**src/rtl/ev22_pkg.sv**
```systemverilog
`default_nettype none
// ============================================================================
//  Module      : ev22_pkg
//  Description : Shared types and constants for the EV22 fetch/execute
//                sequencer: state encoding, opcode match patterns and the
//                instruction width.
//  Revision    : 1.0  initial release
// ============================================================================
package ev22_pkg;

    localparam int INSTR_W = 16;

    // Sequencer states; the encoding is visible on state_dbg.
    typedef enum logic [2:0] {
        ST_IDLE    = 3'd0,
        ST_FETCH   = 3'd1,
        ST_DECODE  = 3'd2,
        ST_EXEC    = 3'd3,
        ST_MEMWAIT = 3'd4,
        ST_UPDATE  = 3'd5,
        ST_HALT    = 3'd6
    } state_t;

    // Opcode match patterns (upper opcode bits unless noted).
    localparam logic [4:0] OP_JMP = 5'b00100;  // 00100xxx
    localparam logic [4:0] OP_JZE = 5'b00101;  // 00101xxx
    localparam logic [4:0] OP_JNE = 5'b00110;  // 00110xxx
    localparam logic [4:0] OP_JCY = 5'b00111;  // 00111xxx
    localparam logic [5:0] OP_BSR = 6'b000111; // 000111ss
    localparam logic [7:0] OP_RET = 8'h41;     // full opcode

endpackage : ev22_pkg
`default_nettype wire

```
**src/rtl/pc_sequencer_ret_stack.sv**
```systemverilog
`default_nettype none
// ============================================================================
//  Module      : ret_stack
//  Description : LIFO return-address stack for BSR/RET.
//                push writes push_data at SP and increments SP; pop
//                decrements SP. top_data always shows the entry at SP-1.
//                The caller must not push when full nor pop when empty;
//                such requests are ignored here.
//  Ports       : clk, rst_n       - clock, async active-low reset
//                push, pop        - one-cycle requests (mutually exclusive)
//                push_data        - return address to store
//                top_data         - most recently pushed address
//                full, empty      - SP == DEPTH / SP == 0
//  Revision    : 1.0  initial release
// ============================================================================
module ret_stack #(
    parameter int DEPTH  = 4,
    parameter int DATA_W = 11
) (
    input  logic              clk,
    input  logic              rst_n,
    input  logic              push,
    input  logic              pop,
    input  logic [DATA_W-1:0] push_data,
    output logic [DATA_W-1:0] top_data,
    output logic              full,
    output logic              empty
);

    localparam int AW = $clog2(DEPTH);

    // SP is one bit wider than the index so that full and empty differ.
    logic [AW:0]       r_sp;
    logic [DATA_W-1:0] r_mem [DEPTH];
    logic [AW-1:0]     w_wr_idx;
    logic [AW-1:0]     w_rd_idx;

    assign w_wr_idx = r_sp[AW-1:0];
    assign w_rd_idx = w_wr_idx - AW'(1);
    assign full     = (r_sp == (AW+1)'(DEPTH));
    assign empty    = (r_sp == '0);
    assign top_data = r_mem[w_rd_idx];

    always_ff @(posedge clk or negedge rst_n) begin
        if (!rst_n) begin
            r_sp <= '0;
        end else if (push && !full) begin
            r_sp <= r_sp + 1'b1;
        end else if (pop && !empty) begin
            r_sp <= r_sp - 1'b1;
        end
    end

    // Storage needs no reset: an entry is only read after it was pushed.
    always_ff @(posedge clk) begin
        if (push && !full) begin
            r_mem[w_wr_idx] <= push_data;
        end
    end

endmodule : ret_stack
`default_nettype wire

```
**src/rtl/pc_sequencer.sv**
```systemverilog
`default_nettype none
// ============================================================================
//  Module      : pc_sequencer
//  Description : EV22 fetch/execute sequencer. Owns the PC and the return
//                stack, fetches 16-bit instructions over a req/valid
//                handshake, issues one exec strobe per instruction and
//                resolves JMP/JZE/JNE/JCY/BSR/RET itself.
//  Build macro : SINGLE_STEP_EN - adds input 'step'; each rising edge of
//                step runs exactly one instruction, run is ignored.
//  Ports       : clk, rst_n            - clock, async active-low reset
//                run                   - level enable for free running
//                step                  - single-step (SINGLE_STEP_EN only)
//                imem_req/addr/valid/data - instruction fetch handshake
//                ir_opcode, ir_field   - latched instruction to decoder
//                exec_stb              - one pulse per instruction
//                mem_op, dp_done       - datapath memory access handshake
//                flag_z/n/cy           - datapath flags, sampled in UPDATE
//                fault                 - sticky stack over/underflow
//                state_dbg             - current state encoding
//  Revision    : 1.0  initial release
// ============================================================================
module pc_sequencer
    import ev22_pkg::*;
#(
    parameter int          PC_W        = 11,
    parameter int          STACK_DEPTH = 4,
    parameter int unsigned RESET_PC    = 0
) (
    input  logic               clk,
    input  logic               rst_n,
    input  logic               run,
`ifdef SINGLE_STEP_EN
    input  logic               step,
`endif
    output logic               imem_req,
    output logic [PC_W-1:0]    imem_addr,
    input  logic               imem_valid,
    input  logic [INSTR_W-1:0] imem_data,
    output logic [7:0]         ir_opcode,
    output logic [7:0]         ir_field,
    output logic               exec_stb,
    input  logic               mem_op,
    input  logic               dp_done,
    input  logic               flag_z,
    input  logic               flag_n,
    input  logic               flag_cy,
    output logic               fault,
    output logic [2:0]         state_dbg
);

    state_t            r_state;
    state_t            w_next_state;
    logic [PC_W-1:0]   r_pc;
    logic [PC_W-1:0]   w_next_pc;
    logic [7:0]        r_ir_opcode;
    logic [7:0]        r_ir_field;
    logic              r_fault;
    logic              w_set_fault;
    logic              w_push;
    logic              w_pop;
    logic              w_stack_full;
    logic              w_stack_empty;
    logic [PC_W-1:0]   w_stack_top;
    logic              w_start;
    state_t            w_after_update;

    // ------------------------------------------------------------------
    // Start / continue policy
    // ------------------------------------------------------------------
`ifdef SINGLE_STEP_EN
    logic r_step_d;

    always_ff @(posedge clk or negedge rst_n) begin
        if (!rst_n) begin
            r_step_d <= 1'b0;
        end else begin
            r_step_d <= step;
        end
    end

    assign w_start        = step & ~r_step_d;
    assign w_after_update = ST_IDLE;
`else
    assign w_start        = run;
    assign w_after_update = run ? ST_FETCH : ST_IDLE;
`endif

    // ------------------------------------------------------------------
    // Instruction classification and PC candidates
    // ------------------------------------------------------------------
    logic            w_is_jmp, w_is_jze, w_is_jne, w_is_jcy, w_is_bsr, w_is_ret;
    logic [PC_W-1:0] w_pc_inc;
    logic [PC_W-1:0] w_jmp_target;
    logic [PC_W-1:0] w_bsr_target;

    assign w_is_jmp = (r_ir_opcode[7:3] == OP_JMP);
    assign w_is_jze = (r_ir_opcode[7:3] == OP_JZE);
    assign w_is_jne = (r_ir_opcode[7:3] == OP_JNE);
    assign w_is_jcy = (r_ir_opcode[7:3] == OP_JCY);
    assign w_is_bsr = (r_ir_opcode[7:2] == OP_BSR);
    assign w_is_ret = (r_ir_opcode == OP_RET);

    assign w_pc_inc     = r_pc + PC_W'(1);
    assign w_jmp_target = PC_W'({r_ir_opcode[2:0], r_ir_field});
    // The cast of a signed 10-bit value sign-extends the BSR displacement.
    assign w_bsr_target = w_pc_inc + PC_W'($signed({r_ir_opcode[1:0], r_ir_field}));

    // ------------------------------------------------------------------
    // FSM: state register
    // ------------------------------------------------------------------
    always_ff @(posedge clk or negedge rst_n) begin
        if (!rst_n) begin
            r_state <= ST_IDLE;
        end else begin
            r_state <= w_next_state;
        end
    end

    // ------------------------------------------------------------------
    // FSM: next state, strobes and PC/stack decisions
    // ------------------------------------------------------------------
    always_comb begin
        w_next_state = r_state;
        w_next_pc    = r_pc;
        w_push       = 1'b0;
        w_pop        = 1'b0;
        w_set_fault  = 1'b0;
        imem_req     = 1'b0;
        exec_stb     = 1'b0;

        case (r_state)
            ST_IDLE: begin
                if (w_start && !r_fault) begin
                    w_next_state = ST_FETCH;
                end
            end
            ST_FETCH: begin
                imem_req = 1'b1;
                if (imem_valid) begin
                    w_next_state = ST_DECODE;
                end
            end
            ST_DECODE: begin
                w_next_state = ST_EXEC;
            end
            ST_EXEC: begin
                exec_stb = 1'b1;
                // dp_done together with the strobe skips MEMWAIT entirely.
                if (mem_op && !dp_done) begin
                    w_next_state = ST_MEMWAIT;
                end else begin
                    w_next_state = ST_UPDATE;
                end
            end
            ST_MEMWAIT: begin
                if (dp_done) begin
                    w_next_state = ST_UPDATE;
                end
            end
            ST_UPDATE: begin
                w_next_pc    = w_pc_inc;
                w_next_state = w_after_update;
                if (w_is_jmp) begin
                    w_next_pc = w_jmp_target;
                end else if (w_is_jze) begin
                    if (flag_z) w_next_pc = w_jmp_target;
                end else if (w_is_jne) begin
                    if (!flag_n) w_next_pc = w_jmp_target;
                end else if (w_is_jcy) begin
                    if (flag_cy) w_next_pc = w_jmp_target;
                end else if (w_is_bsr) begin
                    if (w_stack_full) begin
                        w_set_fault  = 1'b1;
                        w_next_pc    = r_pc;
                        w_next_state = ST_HALT;
                    end else begin
                        w_push    = 1'b1;
                        w_next_pc = w_bsr_target;
                    end
                end else if (w_is_ret) begin
                    if (w_stack_empty) begin
                        w_set_fault  = 1'b1;
                        w_next_pc    = r_pc;
                        w_next_state = ST_HALT;
                    end else begin
                        w_pop     = 1'b1;
                        w_next_pc = w_stack_top;
                    end
                end
            end
            ST_HALT: begin
                w_next_state = ST_HALT;
            end
            default: begin
                w_next_state = ST_IDLE;
            end
        endcase
    end

    // ------------------------------------------------------------------
    // PC, instruction register and fault flag
    // ------------------------------------------------------------------
    always_ff @(posedge clk or negedge rst_n) begin
        if (!rst_n) begin
            r_pc        <= PC_W'(RESET_PC);
            r_ir_opcode <= 8'h00;
            r_ir_field  <= 8'h00;
            r_fault     <= 1'b0;
        end else begin
            r_pc <= w_next_pc;
            if (r_state == ST_FETCH && imem_valid) begin
                r_ir_opcode <= imem_data[15:8];
                r_ir_field  <= imem_data[7:0];
            end
            if (w_set_fault) begin
                r_fault <= 1'b1;
            end
        end
    end

    // ------------------------------------------------------------------
    // Return stack
    // ------------------------------------------------------------------
    ret_stack #(
        .DEPTH  (STACK_DEPTH),
        .DATA_W (PC_W)
    ) u_ret_stack (
        .clk       (clk),
        .rst_n     (rst_n),
        .push      (w_push),
        .pop       (w_pop),
        .push_data (w_pc_inc),
        .top_data  (w_stack_top),
        .full      (w_stack_full),
        .empty     (w_stack_empty)
    );

    assign imem_addr = r_pc;
    assign ir_opcode = r_ir_opcode;
    assign ir_field  = r_ir_field;
    assign fault     = r_fault;
    assign state_dbg = r_state;

endmodule : pc_sequencer
`default_nettype wire

```
**config.mk**
```make
export PLATFORM = sky130hd
export DESIGN_NAME = pc_sequencer
export DESIGN_NICKNAME = d
export VERILOG_FILES = /design/src/rtl/ev22_pkg.sv /design/src/rtl/pc_sequencer_ret_stack.sv /design/src/rtl/pc_sequencer.sv
export SDC_FILE = /design/constraint.sdc
export NUM_CORES = 1
export LEC_CHECK = 0
export ABC_CLOCK_PERIOD_IN_PS = 3100
export CORE_MARGIN = 4
export CORE_UTILIZATION = 52
export CTS_BUF_LIST = sky130_fd_sc_hd__clkbuf_8
export DETAILED_ROUTE_END_ITERATION = 12
export GPL_TIMING_DRIVEN = 0
export PLACE_DENSITY = 0.79
export SYNTH_ARGS = -nofsm -noshare
export SYNTH_HDL_FRONTEND = slang
export SYNTH_SLANG_ARGS = --single-unit
```
**constraint.sdc**
```tcl
create_clock -name clk -period 3.1 [get_ports clk]
set_input_delay 0.465 -clock clk [delete_from_list [all_inputs] [get_ports clk]]
set_output_delay 0.465 -clock clk [all_outputs]
set_load 0.005 [all_outputs]
```
# --- After elaboration in Yosys (flattened, before gate mapping) ---
# Memories as Yosys holds them, arrays and structs flattened.
# Cells that the tools add are included.
totals:
  wordCells: 99
  n_memories: 1
  regBits: 34
  inputBits: 25
  ramBits: 44
op_classes:
  eq_ne: 18
  reduce_logical: 14
  muxes: 55
  add_sub_neg: 5
memory_table:
  columns: ["name", "depth", "width", "rd", "rd_clocked_by_memory_dff", "wr", "line", "text"]
  rows:
  - ["u_ret_stack.r_mem", 4, 11, 1, 0, 1, "pc_sequencer_ret_stack.sv:34", "logic [DATA_W-1:0] r_mem [DEPTH];"]
op_table:
  columns: ["op", "n"]
  rows:
  - ["11-bit 2-to-1 mux", 11]
  - ["3-bit 2-to-1 mux", 13]
  - ["1-bit 2-to-1 mux", 30]
  - ["3-bit case mux with 7 select lines", 1]
  - ["5-bit by 3-bit == test with 1-bit output, second input constant", 4]
  - ["3-bit == test, second input constant", 4]
  - ["11-bit by 1-bit adder with 11-bit output, second input constant", 1]
  - ["11-bit adder", 1]
  - ["8-bit by 7-bit == test with 1-bit output, second input constant", 1]
  - ["7-bit != test, second input constant", 1]
  - ["3-bit by 2-bit == test with 1-bit output, second input constant", 2]
  - ["6-bit by 3-bit == test with 1-bit output, second input constant", 1]
  - ["3-bit zero test", 2]
  - ["2-bit != test, second input constant", 3]
  - ["6-bit != test, second input constant", 1]
  - ["3-bit AND reduction", 2]
  - ["1-bit logical AND", 5]
  - ["1-bit zero test", 4]
  - ["3-bit by 1-bit adder with 3-bit output, second input constant", 1]
  - ["3-bit by 1-bit == test with 1-bit output, second input constant", 1]
  - ["3-bit by 1-bit subtractor with 3-bit output, second input constant", 1]
  - ["2-bit nonzero test", 1]
  - ["2-bit by 1-bit subtractor with 2-bit output, second input constant", 1]

# --- Longest topological paths before layout ---
depth:
  ltp_word: 12
  ltp_mapped: 12

# --- Modules after synthesis ---
# From an unflattened synthesis, not the netlist that was laid out.
hier_totals:
  hier_cells: 442
  hier_area_um2: 4752.1
modules_own_cells:
  columns: ["module", "area_each_um2", "instances", "seq_area_each_um2", "cells_per_inst"]
  rows:
  - ["pc_sequencer", 2830.2, 1, 775.7, 351]
  - ["ret_stack", 1921.8, 1, 1396.3, 91]

# --- Worst setup path before layout ---
# OpenSTA, ideal clock, no wires.
synth_path:
  path_kind: "reg-to-reg"
  from: "register u_ret_stack.r_sp[0]"
  to: "register u_ret_stack.r_sp[2]"
  path_buffers: 1
  arrival_ps: 2832
  setup_time_ps: 128
  path_stages_with_launch: 11
  required_ps: 2972
  setup_slack_ps: 140
  cell_sequence: "dfrtp_1 buf_2 inv_1 ha_1 a2111oi_2 inv_1 fa_1 nor3_1 a21oi_1 o21ai_0 o31ai_1"
synth_via:
  elab_chain_len: 11
  elab_cells_between_ends: 26
  cone_classes: "add/sub (2); eq/ne (1); mux (17); reduce/logical (6)"
synth_rtl:
  columns: ["item", "line", "text"]
  rows:
  - ["start, declared", "pc_sequencer_ret_stack.sv:33", "logic [AW:0] r_sp;"]
  - ["start signal, assigned", "pc_sequencer_ret_stack.sv:48", "r_sp <= r_sp + 1'b1;"]
  - ["start signal, assigned", "pc_sequencer_ret_stack.sv:50", "r_sp <= r_sp - 1'b1;"]
  - ["3-bit zero test", "pc_sequencer_ret_stack.sv:41", "assign empty = (r_sp == '0);"]
  - ["1-bit 2-to-1 mux", "pc_sequencer.sv:181", "if (w_stack_empty) begin"]
  - ["1-bit 2-to-1 mux", "pc_sequencer.sv:180", "end else if (w_is_ret) begin"]
  - ["1-bit 2-to-1 mux", "pc_sequencer.sv:171", "end else if (w_is_bsr) begin"]
  - ["1-bit 2-to-1 mux", "pc_sequencer.sv:169", "end else if (w_is_jcy) begin"]
  - ["1-bit 2-to-1 mux", "pc_sequencer.sv:167", "end else if (w_is_jne) begin"]
  - ["1-bit 2-to-1 mux", "pc_sequencer.sv:165", "end else if (w_is_jze) begin"]
  - ["1-bit 2-to-1 mux", "pc_sequencer.sv:163", "if (w_is_jmp) begin"]
  - ["1-bit 2-to-1 mux", "pc_sequencer.sv:131", "case (r_state)"]
  - ["1-bit logical AND", "pc_sequencer_ret_stack.sv:49", "end else if (pop && !empty) begin"]
  - ["2-bit nonzero test (no line)", null, null]
# Several ways; a longest one is shown, not always the timed one. The select of a mux whose other input is x is not followed.
# A chain may end at the register's enable or synchronous reset.

# --- Final worst setup path ---
layout_path:
  from: "register r_pc[1] (netlist: imem_addr[1])"
  to: "register r_pc[9] (netlist: imem_addr[9])"
layout_via:
  elab_chain_len: 8
  elab_cells_between_ends: 12
  cone_classes: "add/sub (2); mux (10)"
layout_rtl:
  columns: ["item", "line", "text"]
  rows:
  - ["start, declared", "pc_sequencer.sv:53", "logic [PC_W-1:0] r_pc;"]
  - ["start signal, assigned", "pc_sequencer.sv:205", "r_pc <= PC_W'(RESET_PC);"]
  - ["start signal, assigned", "pc_sequencer.sv:210", "r_pc <= w_next_pc;"]
  - ["11-bit by 1-bit adder with 11-bit output", "pc_sequencer.sv:103", "assign w_pc_inc = r_pc + PC_W'(1);"]
  - ["named net u_ret_stack.push_data[6]", "pc_sequencer_ret_stack.sv:24", "input logic [DATA_W-1:0] push_data,"]
  - ["11-bit adder", "pc_sequencer.sv:106", "assign w_bsr_target = w_pc_inc + PC_W'($signed({r_ir_opcode[1:0], r_ir_field}));"]
  - ["11-bit 2-to-1 mux", "pc_sequencer.sv:172", "if (w_stack_full) begin"]
  - ["11-bit 2-to-1 mux", "pc_sequencer.sv:171", null]
  - ["11-bit 2-to-1 mux", "pc_sequencer.sv:169", null]
  - ["11-bit 2-to-1 mux", "pc_sequencer.sv:167", null]
  - ["11-bit 2-to-1 mux", "pc_sequencer.sv:165", null]
  - ["11-bit 2-to-1 mux", "pc_sequencer.sv:163", null]
# The timed path passes the listed nets, and every way through them passes these cells. The select of a mux whose other input is x is not followed.

==> results_tabular.tex <==
\begin{tabular}{lr}
\hline
Metric & Value \\
\hline
\multicolumn{2}{l}{\textbf{Status}} \\
\quad Run status & completed \\
\multicolumn{2}{l}{\textbf{Placed design}} \\
\quad Inst Count DP & 564 \\
\quad Number of buffers added on ports & 57 \\
\quad Placer congestion estimate & around 0.94 \\
\quad DP HPWL & between 8 and 9 mm \\
\multicolumn{2}{l}{\textbf{Die}} \\
\quad Die width & roughly 100 um \\
\quad Area of the placeable core & $\sim$8300 um\^{}2 \\
\quad Row Count & 33 \\
\quad Number of I/O pins & 58 \\
\quad Die height & 101 um \\
\quad Starting density of the core & 54.4\% \\
\quad Overall die area & just over 10000 um\^{}2 \\
\multicolumn{2}{l}{\textbf{Routing}} \\
\quad Average detailed-routed wire length per instance & 19.9 um \\
\quad Routed wire length & $\sim$12 mm \\
\quad Router iterations before antenna repair & 7 \\
\quad Detail Route Antenna Nets & 0 \\
\quad Via total after detailed routing & between 3k and 4k \\
\quad Count of unresolved DRC violations after routing & 0 \\
\quad Mean number of vias per cell & between 6 and 7 \\
\quad Number of violations reported at the end of detailed-routing iteration 0 & $\sim$280 \\
\multicolumn{2}{l}{\textbf{Critical path}} \\
\quad Critical path peak fanout & 4 \\
\quad Required time at the endpoint of the critical path & about 3.4 ns \\
\quad Critical register-to-register path startpoint & imem\_addr[1] \\
\quad Endpoint arrival time on the critical path & $\sim$3.3 ns \\
\quad End of the worst register-to-register path & imem\_addr[9] \\
\quad Worst R2R Setup Slack & $\sim$0.06 ns \\
\quad Peak per-stage delay on the critical path & about 0.45 ns \\
\quad Worst path cell trace & ha\_4 -> nand3\_4 -> nor2\_2 -> xor2\_2 -> ha\_1 -> and4\_1 -> a211oi\_1 -> o21ai\_1 -> a31oi\_1 -> xor2\_1 -> nor3\_1 -> or3\_1 \\
\quad Classification of the worst setup path & reg -> reg \\
\quad Slowest stage cell on the critical path & sky130\_fd\_sc\_hd\_\_dfrtp\_1 \\
\quad Number of cells on the worst reg-to-reg path & 12 \\
\quad Startpoint class of the critical path & flop \\
\quad Capturing element type of the critical path & flop \\
\multicolumn{2}{l}{\textbf{Timing}} \\
\quad Relative slew slack & around 43\% \\
\quad Share of the cycle needed by the critical path after routing & between 90 and 100\% \\
\quad Final setup fails & 0 \\
\quad Tmin final & a little over 3 ns \\
\quad Fmax achieved & 329 MHz \\
\quad Pin slew with the least headroom to its limit & between 0.8 and 0.9 ns \\
\quad Worst clock skew & between 0.009 and 0.01 ns \\
\quad Final hold vios & 0 \\
\quad Final number of max-transition violations & 0 \\
\multicolumn{2}{l}{\textbf{GRT}} \\
\quad Via count of the first global-routing pass & 3470 \\
\quad Wire length of the first global-routing pass & about 18 mm \\
\quad Antenna violations before repair & 0 \\
\quad All-Layer GR Usage & around a quarter \\
\quad Overflow after GRT & 0 \\
\quad Largest net degree at the start of global routing & 35 \\
\multicolumn{2}{l}{\textbf{Logic synthesis}} \\
\quad Top cell type by total area after synthesis & sky130\_fd\_sc\_hd\_\_edfxtp\_1 \\
\quad Number of storage elements in the synthesis netlist & 78 \\
\quad Synthesized instance count & between 400 and 500 \\
\quad Top cells by area in the synthesized netlist & sky130\_fd\_sc\_hd\_\_edfxtp\_1 29\%, sky130\_fd\_sc\_hd\_\_dfrtp\_1 19\%, sky130\_fd\_sc\_hd\_\_mux4\_2 5.5\% \\
\quad Cell Area, Synth & 4530 um\^{}2 \\
\quad Synth Warn \# & 0 \\
\quad Top FF cell, synth & sky130\_fd\_sc\_hd\_\_edfxtp\_1 \\
\quad Nets in the synthesized netlist & between 400 and 500 \\
\quad Netlist cell types & between 60 and 70 \\
\quad Portion of synthesized cell area occupied by the leading cell type & between 20\% and 30\% \\
\quad Ys async rst share & a little over two fifths \\
\quad Number of enable flip-flop cells after synthesis & 44 \\
\quad Synthesized area divided by synthesized cell count & about 11 um\^{}2 \\
\quad Sequential cell area fraction in the yosys report & between 40 and 50\% \\
\multicolumn{2}{l}{\textbf{Finish}} \\
\quad Non-filler cells, final & 590 \\
\quad Final layout net count & between 500 and 600 \\
\quad Filler Cell Count & around 590 \\
\quad Area of the multi-input gates & approximately 2300 um\^{}2 \\
\quad Fraction of layout cells with a size suffix above 1 & between 10\% and 20\% \\
\quad Register Area & 2180 um\^{}2 \\
\quad Area growth, synth to finish & 24.0\% \\
\quad Diodes inserted & 0 \\
\multicolumn{2}{l}{\textbf{Clocking}} \\
\quad CTS clk-pin slew, worst paths & about 0.090 ns \\
\quad Num Clock Sinks & about 80 \\
\quad TritonCTS clock tree & done \\
\quad CTS buffer count & 9 \\
\quad Hold-fix buffers, CTS & 0 \\
\quad Clock latency at the later pin of the worst-skew pair & approximately 0.36 ns \\
\quad Number of buffers between clock root and the deepest sink & 2 \\
\quad Number of H-tree levels & 3 \\
\quad CTS Root Buffer Type & sky130\_fd\_sc\_hd\_\_clkbuf\_8 \\
\multicolumn{2}{l}{\textbf{Power}} \\
\quad Tot Pwr & between 5000 and 6000 uW \\
\quad Static leakage & between 0.002 and 0.0025 uW \\
\quad Maximum resistive drop on vdd & $\sim$0.63 mV \\
\quad Pwr dens & slightly above 1000 nW/um\^{}2 \\
\multicolumn{2}{l}{\textbf{Flow run}} \\
\quad Max capacitance violation total & 0 \\
\multicolumn{2}{l}{\textbf{Hold path}} \\
\quad Min-delay worst type & in -> async \\
\hline
\end{tabular}
-- worst max-delay path: cells and delay by family (launching register included) --
kind,cells,cell delay (ns)
xor gates and xnor gates,2,0.41
DFF,1,0.45
adders and majority gates,2,0.52
and+or+nand+nor,5,0.91
AOI/OAI and AO/OA,3,0.63
-- per-layer routing --
layer / routed length, um / part of all wire (%) / vias to the layer above / GRT usage [%]
li1: - / - / 1671 / -
met1: 5100 / 43 / 1747 / 32.6
met2: 5650 / 48 / 166 / 37.1
met3: 794 / 6.8 / 27 / 4.34
met4: 212 / 1.8 / 0 / 7.16
met5: 0 / 0 / - / 0
-- state kept, by name (all words and copies together), names as in the netlist --
register / flops
fault: 1
imem_addr: 11
ir_field: 8
ir_opcode: 8
state_dbg: 3
u_ret_stack.r_mem: 44
u_ret_stack.r_sp: 3
-- final cells by class --
class	instances	area share, %
buffer	15	1.22
clock buffer	9	2.20
clock inverter	7	1.16
inverter	19	1.27
multi-input combinational	290	41.7
sequential	78	38.7
tap	105	2.34
timing repair buffer	67	11.4
-- cells in the mapped netlist, types with 6 or more instances --
master,count
sky130_fd_sc_hd__a21oi_1,29
sky130_fd_sc_hd__a31oi_1,7
sky130_fd_sc_hd__a21o_1,7
sky130_fd_sc_hd__ha_1,18
sky130_fd_sc_hd__nor3_1,6
sky130_fd_sc_hd__xor2_1,6
sky130_fd_sc_hd__mux4_2,11
sky130_fd_sc_hd__inv_1,19
sky130_fd_sc_hd__nor2_1,27
sky130_fd_sc_hd__a211oi_1,6
sky130_fd_sc_hd__mux2_2,15
sky130_fd_sc_hd__xnor2_1,10
sky130_fd_sc_hd__edfxtp_1,44
sky130_fd_sc_hd__o21ai_0,31
sky130_fd_sc_hd__o22ai_1,9
sky130_fd_sc_hd__nand2_1,29
sky130_fd_sc_hd__clkbuf_1,10
sky130_fd_sc_hd__dfrtp_1,34
-- how the worst max path moves through the flow --
stage / start / end / slack (ns) / cells past startpoint
global placement: u_ret_stack.r_sp[0] / u_ret_stack.r_sp[2] / -0.26 / 10
detailed placement: u_ret_stack.r_sp[0] / u_ret_stack.r_sp[2] / -0.39 / 10
finish: imem_addr[1] / imem_addr[9] / 0.06 / 12
global route: imem_addr[4] / imem_addr[10] / -0.02 / 10
CTS: imem_addr[0] / imem_addr[8] / -0.04 / 10
floorplan: u_ret_stack.r_sp[0] / u_ret_stack.r_sp[2] / 0.14 / 10
-- repair_timing --
action / 4_1_cts / 5_1_grt
setup buffers: 2 / 8
endpoints found under the setup margin: 34 / 6
pin swaps: 1 / 2
gates resized for setup: 12 / 12
-- layout by cell type (no fill, tap or decap), types with 4 or more instances in the layout --
cell	Yosys	routed
sky130_fd_sc_hd__xor2_2	0	4
sky130_fd_sc_hd__nand2b_1	5	5
sky130_fd_sc_hd__inv_1	19	18
sky130_fd_sc_hd__a21o_1	7	7
sky130_fd_sc_hd__xnor2_1	10	8
sky130_fd_sc_hd__clkbuf_1	10	10
sky130_fd_sc_hd__a21oi_1	29	29
sky130_fd_sc_hd__dfrtp_1	34	31
sky130_fd_sc_hd__a31oi_1	7	7
sky130_fd_sc_hd__nand3_1	5	4
sky130_fd_sc_hd__ha_1	18	16
sky130_fd_sc_hd__mux4_2	11	11
sky130_fd_sc_hd__and2_1	5	5
sky130_fd_sc_hd__edfxtp_1	44	44
sky130_fd_sc_hd__clkbuf_8	0	9
sky130_fd_sc_hd__mux2i_1	5	5
sky130_fd_sc_hd__nand2_1	29	29
sky130_fd_sc_hd__clkdlybuf4s50_1	0	56
sky130_fd_sc_hd__buf_2	5	5
sky130_fd_sc_hd__o22ai_1	9	9
sky130_fd_sc_hd__nor3_1	6	6
sky130_fd_sc_hd__o21ai_0	31	30
sky130_fd_sc_hd__a211oi_1	6	6
sky130_fd_sc_hd__nor2_1	27	26
sky130_fd_sc_hd__mux2_2	15	15
sky130_fd_sc_hd__buf_4	0	10
-- cell families (layout without fill, tap and decap cells) --
kind of cell | Yosys count | after routing | share of synthesized area [%]
compound gates | 119 | 119 | 17.2
xor+xnor | 17 | 17 | 3.45
fa+ha+maj | 20 | 20 | 5.85
buf+inv | 34 | 117 | 2.95
flops | 78 | 78 | 47.9
mux | 32 | 32 | 10.8
simple gates | 102 | 102 | 11.9
-- where the power goes --
| part | switching (uW) | leakage, uW | total, uW | internal, uW |
|---|---|---|---|---|
| sequential | 375 | 0.000801 | 1770 | 1400 |
| combinational | 1670 | 0.00121 | 3260 | 1590 |
| clock | 438 | 0.0000943 | 749 | 310 |
| total | 2480 | 0.00211 | 5780 | 3300 |
-- metrics by stage --
step	cell area [um^2]	TNS, ns	utilization [%]	worst slack, ns	hold WS [ns]
global route	5620	-0.0514	67.4	-0.0199	0.224
detailed placement	5230	-1.21	62.7	-0.389	0.507
finish	5620	0	67.4	0.0617	0.173
CTS	5500	-0.0725	65.9	-0.0369	0.197
floorplan	4530	0	-	0.140	0.169
global placement	5240	-0.693	62.8	-0.265	0.508
No activity file was read; power rests on OpenSTA's default activity.
